### src/rtl/sr_flag_bank_pkg.sv
// Shared types and the set/reset conflict resolution rule for the flag bank.
package sr_pkg;

  typedef enum logic [1:0] {
    CM_RST_DOM = 2'd0,
    CM_SET_DOM = 2'd1,
    CM_HOLD    = 2'd2,
    CM_TOGGLE  = 2'd3
  } conflict_mode_e;

  // Next flag value given the (already hold-masked) set/reset requests.
  function automatic logic resolve(input logic s, input logic r, input logic q,
                                   input conflict_mode_e mode);
    logic nq;
    nq = q;
    if (s && !r) begin
      nq = 1'b1;
    end else if (r && !s) begin
      nq = 1'b0;
    end else if (s && r) begin
      case (mode)
        CM_RST_DOM: nq = 1'b0;
        CM_SET_DOM: nq = 1'b1;
        CM_HOLD:    nq = q;
        CM_TOGGLE:  nq = ~q;
        default:    nq = 1'b0;
      endcase
    end
    return nq;
  endfunction

endpackage

### src/rtl/sr_flag_bank_chan.sv
// One flag channel: registered flag, min-hold guard with deferred reset,
// edge pulses and a sticky conflict bit.
module sr_flag_chan
  import sr_pkg::*;
#(
  parameter conflict_mode_e MODE     = CM_RST_DOM,
  parameter int             MIN_HOLD = 0
) (
  input  logic clk,
  input  logic rst_n,
  input  logic s_i,
  input  logic r_i,
  input  logic clr_conflict_i,
  output logic q_o,
  output logic rise_o,
  output logic fall_o,
  output logic conflict_o,
  output logic conflict_stb_o
);

  localparam int HW = (MIN_HOLD > 0) ? $clog2(MIN_HOLD + 1) : 1;

  logic [HW-1:0] hold_cnt;
  logic          pend_rst;
  logic          hold_busy;
  logic          eff_r;
  logic          q_next;

  always_comb begin
    hold_busy      = (hold_cnt != '0);
    eff_r          = (r_i | pend_rst) & ~hold_busy;
    q_next         = resolve(s_i, eff_r, q_o, MODE);
    conflict_stb_o = s_i & r_i;
  end

  always_ff @(posedge clk) begin
    if (!rst_n) begin
      q_o        <= 1'b0;
      rise_o     <= 1'b0;
      fall_o     <= 1'b0;
      conflict_o <= 1'b0;
      hold_cnt   <= '0;
      pend_rst   <= 1'b0;
    end else begin
      q_o    <= q_next;
      rise_o <= q_next & ~q_o;
      fall_o <= ~q_next & q_o;

      if (s_i && r_i) begin
        conflict_o <= 1'b1;
      end else if (clr_conflict_i) begin
        conflict_o <= 1'b0;
      end

      // A reset arriving during the hold window is remembered until the window closes.
      if (MIN_HOLD > 0) begin
        if (q_next && !q_o) begin
          hold_cnt <= HW'(MIN_HOLD);
        end else if (hold_busy) begin
          hold_cnt <= hold_cnt - HW'(1);
        end

        if (s_i && !r_i) begin
          pend_rst <= 1'b0;
        end else if (r_i && hold_busy) begin
          pend_rst <= 1'b1;
        end else if (!q_next) begin
          pend_rst <= 1'b0;
        end
      end
    end
  end

endmodule

### src/rtl/sr_flag_bank.sv
// Bank of N_CH independent set/reset flags sharing one saturating conflict counter.
module sr_flag_bank
  import sr_pkg::*;
#(
  parameter int N_CH          = 4,
  parameter int CONFLICT_MODE = 0,
  parameter int MIN_HOLD      = 0,
  parameter int CNT_W         = 8
) (
  input  logic             clk,
  input  logic             rst_n,
  input  logic [N_CH-1:0]  s_i,
  input  logic [N_CH-1:0]  r_i,
  input  logic [N_CH-1:0]  clr_conflict_i,
  input  logic             clr_cnt_i,
  output logic [N_CH-1:0]  q_o,
  output logic [N_CH-1:0]  qn_o,
  output logic [N_CH-1:0]  rise_o,
  output logic [N_CH-1:0]  fall_o,
  output logic [N_CH-1:0]  conflict_o,
  output logic [CNT_W-1:0] conflict_cnt_o
);

  localparam conflict_mode_e MODE = conflict_mode_e'(2'(CONFLICT_MODE));
  localparam logic [CNT_W-1:0] CNT_MAX = '1;

  logic [N_CH-1:0] conflict_stb;

  for (genvar i = 0; i < N_CH; i++) begin : g_chan
    sr_flag_chan #(
      .MODE     (MODE),
      .MIN_HOLD (MIN_HOLD)
    ) u_chan (
      .clk            (clk),
      .rst_n          (rst_n),
      .s_i            (s_i[i]),
      .r_i            (r_i[i]),
      .clr_conflict_i (clr_conflict_i[i]),
      .q_o            (q_o[i]),
      .rise_o         (rise_o[i]),
      .fall_o         (fall_o[i]),
      .conflict_o     (conflict_o[i]),
      .conflict_stb_o (conflict_stb[i])
    );
  end

  assign qn_o = ~q_o;

  // A clear in the same cycle as a conflict drops that cycle's increment.
  always_ff @(posedge clk) begin
    if (!rst_n) begin
      conflict_cnt_o <= '0;
    end else if (clr_cnt_i) begin
      conflict_cnt_o <= '0;
    end else if ((|conflict_stb) && (conflict_cnt_o != CNT_MAX)) begin
      conflict_cnt_o <= conflict_cnt_o + CNT_W'(1);
    end
  end

endmodule

### config.mk
export PLATFORM = sky130hd
export DESIGN_NAME = sr_flag_bank
export DESIGN_NICKNAME = d
export VERILOG_FILES = /design/src/rtl/sr_flag_bank_pkg.sv /design/src/rtl/sr_flag_bank_chan.sv /design/src/rtl/sr_flag_bank.sv
export SDC_FILE = /design/constraint.sdc
export NUM_CORES = 1
export LEC_CHECK = 0
export CORE_MARGIN = 1.5
export CORE_UTILIZATION = 30
export DETAILED_ROUTE_END_ITERATION = 10
export HOLD_SLACK_MARGIN = 0.12
export PLACE_DENSITY = 0.59
export SYNTH_ARGS = -nofsm -noshare
export SYNTH_HDL_FRONTEND = slang
export SYNTH_SLANG_ARGS = --single-unit
### constraint.sdc
create_clock -name clk -period 2 [get_ports clk]
set_input_delay 0.2 -clock clk [delete_from_list [all_inputs] [get_ports clk]]
set_output_delay 0.2 -clock clk [all_outputs]
set_load 0.03 [all_outputs]
== Word-level counts from Yosys, hierarchy flattened ==
Cells that the tools add are included.
W data, S select, Z words.
Storage, ports and cells
  bits in registers: 24
  logic and storage cells: 88
  bits of input ports: 15
  output and inout port bits: 28
Operators by class
  equal/unequal tests: 1
  reductions and logical operators: 27
  add/subtract/negate cells: 1
  bitwise gates (word level): 22
  multiplexer cells: 20
Operators with widths (number)
  $mux W1: 20
  $logic_and A1 B1 Y1: 13
  $and A1 B1 Y1: 12
  $not A1 Y1: 9
  $add A8 B1 Y8 const B: 1
  $logic_not A1 Y1: 8
  $ne A8 B8 Y1 const B: 1
  $reduce_bool A2 Y1: 4
  $not A4 Y4: 1
  $reduce_or A4 Y1: 1
  $reduce_or A2 Y1: 1

== Depth between registers and ports, before layout ==
  depth in word-level cells: 6
  depth in mapped cells: 5
  depth with buffers taken out: 5

== Hierarchy ==
A second synthesis with hierarchy kept.
Unflattened totals
  cell total of the unflattened synthesis: 99
  area total of the unflattened synthesis: 1001.0 µm²
By module, submodules not included
  sr_flag_chan: seq. area each 80.1 µm², cells each 11, area each 132.6 µm², instances 4
  sr_flag_bank: seq. area each 160.2 µm², cells each 55, area each 470.5 µm², instances 1

== Least setup slack after synthesis ==
No wires, ideal clock.
  path type: reg-to-reg
  start point: register conflict_cnt_o[0]
  end point: register conflict_cnt_o[4]
  clock period less this slack: 1.748 ns
  arrival time: 1.627 ns
  buffers on the path: 0
  path slack: 0.252 ns
  setup time: 0.121 ns
  stages on the path, launching flop included: 6
  data required time: 1.879 ns
  path through: dfxtp_1 ha_1 and3_1 a221oi_2 nand3_1 mux2_4
Between the ends
  longest elaborated chain between the ends: 2
  elaborated cells between the ends (all ways): 3
  classes of those cells: add/sub: 1; eq/ne: 1; reduce/logical: 1
RTL lines
  start: declaration: RTL line sr_flag_bank.sv:21  | output logic [CNT_W-1:0] conflict_cnt_o
  start signal: assignment: RTL line sr_flag_bank.sv:56  | conflict_cnt_o <= conflict_cnt_o + CNT_W'(1);
  parallel branches: the longest is 2 deep, another holds $add A8 B1 Y8
Parallel ways; which one is timed is not known.
A chain may end at the register's enable or synchronous reset.

== Worst setup path in the final report ==
  start point: register conflict_cnt_o[2]
  end point: output conflict_cnt_o[2]
No word-level cell between the ends.

==> impl_metrics.env <==
export IMPL_status="finished, final reports clean"
export IMPL_hold_start="g_chan[1].u_chan.conflict_o"
export IMPL_ys_top_cells_by_area="dfxtp_1 (45%), buf_4 (11%), nor2_1 (4.2%), and3_1 (3.5%), nor3b_1 (3.5%)"
export IMPL_h_tree_depth=1
export IMPL_syn_num_nets=130
export IMPL_crit_chain="clkdlybuf4s50_1"
export IMPL_slowest_stage="clkdlybuf4s50_1"
export IMPL_synth_top_area_share_pct=45.2
export IMPL_synth_top_cell_by_area="dfxtp_1"
export IMPL_dr_pass1_iters=4
export IMPL_worstPathMaxFanout=7
export IMPL_dp_hpwl_mm=1.60
export IMPL_first_global_vias=771
export IMPL_ys_ff_latch=24
export IMPL_grt_max_degree=13
export IMPL_syn_area_um2=1060
export IMPL_slew_viol_final=0
export IMPL_hold_viol=0
export IMPL_initial_core_util_pct=31.6
export IMPL_whs_path_depth=2
export IMPL_worst_pin_slew_ns=0.340
export IMPL_ctsLongestPathBuffers=2
export IMPL_antenna_found_initial=0
export IMPL_path_class="flop to primary output"
export IMPL_cpLargestDelayFamily="buffers and inverters"
export IMPL_final_cell_mix="clkdlybuf4s50_1 (42), dfxtp_1 (24), nor2_1 (12)"
export IMPL_area_delta_synth_final_pct=35.8
export IMPL_ios=43
export IMPL_cp_buffers_inverters=1
export IMPL_fillCellCount=360
export IMPL_r2r_end="conflict_cnt_o[4]"
export IMPL_grt_pass1_wl_mm=3.46
export IMPL_drc=0
export IMPL_num_rows=21
export IMPL_max_cap_violations=0
export IMPL_wire_per_inst_um=11.1
export IMPL_ys_warn_count=0
export IMPL_start_kind="flop"
export IMPL_fin_crit_sh_pct=85.5
export IMPL_core_region_area_um2=3360
export IMPL_r2r_cells=5
export IMPL_finalClockSkew_ns=0.00122
export IMPL_ys_seq_area_share_pct=45.2
export IMPL_synthCells=114
export IMPL_cts_root_buf="clkbuf_4"
export IMPL_postCtsSetupBuffers=0
export IMPL_syn_area_per_cell_um2=9.33
export IMPL_cts_num_sinks=24
export IMPL_layout_commonest_cell="clkdlybuf4s50_1"
export IMPL_holdWs_ns=0.485
export IMPL_period_minus_slack_ns=1.71
export IMPL_ctsHoldBuffers=0
export IMPL_cp_slowest_stage_delay_ns=0.73
export IMPL_post_route_util_pct=42.9
export IMPL_hold_end="g_chan[1].u_chan.conflict_o"
export IMPL_cts_made_buffers=3
export IMPL_ant_nets=0
export IMPL_min_path_type="flop to flop"
export IMPL_rsz0062_at_grt="no"
export IMPL_via_count=848
export IMPL_grt_usage_pct=11.3
export IMPL_rr_startpoint="conflict_cnt_o[0]"
export IMPL_vdd_drop_max_uv=257
export IMPL_die_width_um=62.5
export IMPL_ctsResizeCount=0
export IMPL_cp_arrival_ns=1.51
export IMPL_numPortBuffers=42
export IMPL_clk_pin_slew_ns=0.12
export IMPL_layout_drive_gt1_share_pct=5.63
export IMPL_postRouteWirelength_mm=2.10
export IMPL_cp_data_required_time_ns=1.80
export IMPL_dieArea_um2=3910
export IMPL_clock_fmax_mhz=585
export IMPL_setup_viol=0
export IMPL_critPathCaptureType="primary output"
export IMPL_die_h_um=62.5
export IMPL_slew_limit_headroom_pct=77.2
export IMPL_drt_iter0_markers=24
export IMPL_ff2ff_setup_slack_ns=0.30
export IMPL_overflow=0
export IMPL_cts_tree="done"
export IMPL_gp_congestion=0.784
export IMPL_leakagePower_uw=0.000530
export IMPL_ys_types=26
export IMPL_finalNetCount=160
export IMPL_setup_tns_ns=0
export IMPL_n_antenna_cell=0
export IMPL_power_density_nw_per_um2=597
export IMPL_avgViaCountPerCell=4.51
export IMPL_clkLatencyLatePin_ns=0.30
[cell families (layout without fill, tap and decap cells)]
family,after synthesis,in the layout,share of synthesized area [%]
flops,24,24,45.2
compound gates,14,14,11.5
simple gates,45,45,22.8
fa+ha+maj,1,1,1.18
mux,2,2,2.35
buf+inv,25,53,14.5
xor+xnor,3,3,2.47
[worst min-delay path, stage by stage, from the launching register on]
cell,delay [ns]
dfxtp_1,0.33
nand2b_1,0.06
a21boi_0,0.06
[worst max-delay path by stage]
stage / from / endpoint / slack [ns] / cells after the start
floorplan: conflict_cnt_o[0] / conflict_cnt_o[4] / 0.25 / 5
global placement: r_i[2] / conflict_cnt_o[4] / 0.24 / 5
detailed placement: r_i[2] / conflict_cnt_o[4] / 0.19 / 5
CTS: conflict_cnt_o[2] / conflict_cnt_o[2] / 0.28 / 1
global route: conflict_cnt_o[0] / conflict_cnt_o[4] / 0.21 / 5
finish: conflict_cnt_o[2] / conflict_cnt_o[2] / 0.29 / 1
[area by class of cell]
| cell class | count | area, µm² | area share, % |
|---|---|---|---|
| repair buffers | 43 | 428 | 29.6 |
| clock buffers | 3 | 22.5 | 1.56 |
| flip-flops and latches | 24 | 480 | 33.3 |
| well taps | 46 | 57.6 | 3.99 |
| multi-input cells | 65 | 429 | 29.7 |
| inverters | 7 | 26.3 | 1.82 |
[where the power goes]
part	internal, µW	switching, µW
sequential	494	10.7
clock	70.3	132
combinational	76.6	79.3
[sequential cells by signal, indices dropped and copies added, names as in the netlist]
register,cells
conflict_cnt_o,8
g_chan.u_chan.conflict_o,4
g_chan.u_chan.fall_o,4
g_chan.u_chan.q_o,4
g_chan.u_chan.rise_o,4
[through the flow]
stage	cells	cell area, µm²	worst slack (ns)	power, µW
6_report	188	1440	0.290	862
5_1_grt	188	1440	0.207	910
4_1_cts	188	1440	0.285	876
3_5_place_dp	185	1420	0.190	672
3_3_place_gp	185	1420	0.238	670
2_1_floorplan	114	1060	0.252	610
[cells in the mapped netlist (all sizes together)]
library cell,n
dfxtp,24
buf,16
nor2,12
inv,7
and3,6
nand2b,5
nand3,5
nor3b,5
a21boi,4
and2,4
nand2,4
a211oi,3
a22oi,3
xnor2,3
a221oi,2
clkbuf,2
nand4,2
a31oi,1
and4,1
ha,1
mux2,1
mux2i,1
nor3,1
o21a,1
[per-layer routing]
layer  global-route usage (%)  wire [µm]
met5                        0          0
met3                     3.24        145
met2                     16.4        843
met4                     7.50         55
met1                     14.6       1050
(Power assumes the default switching activity.)
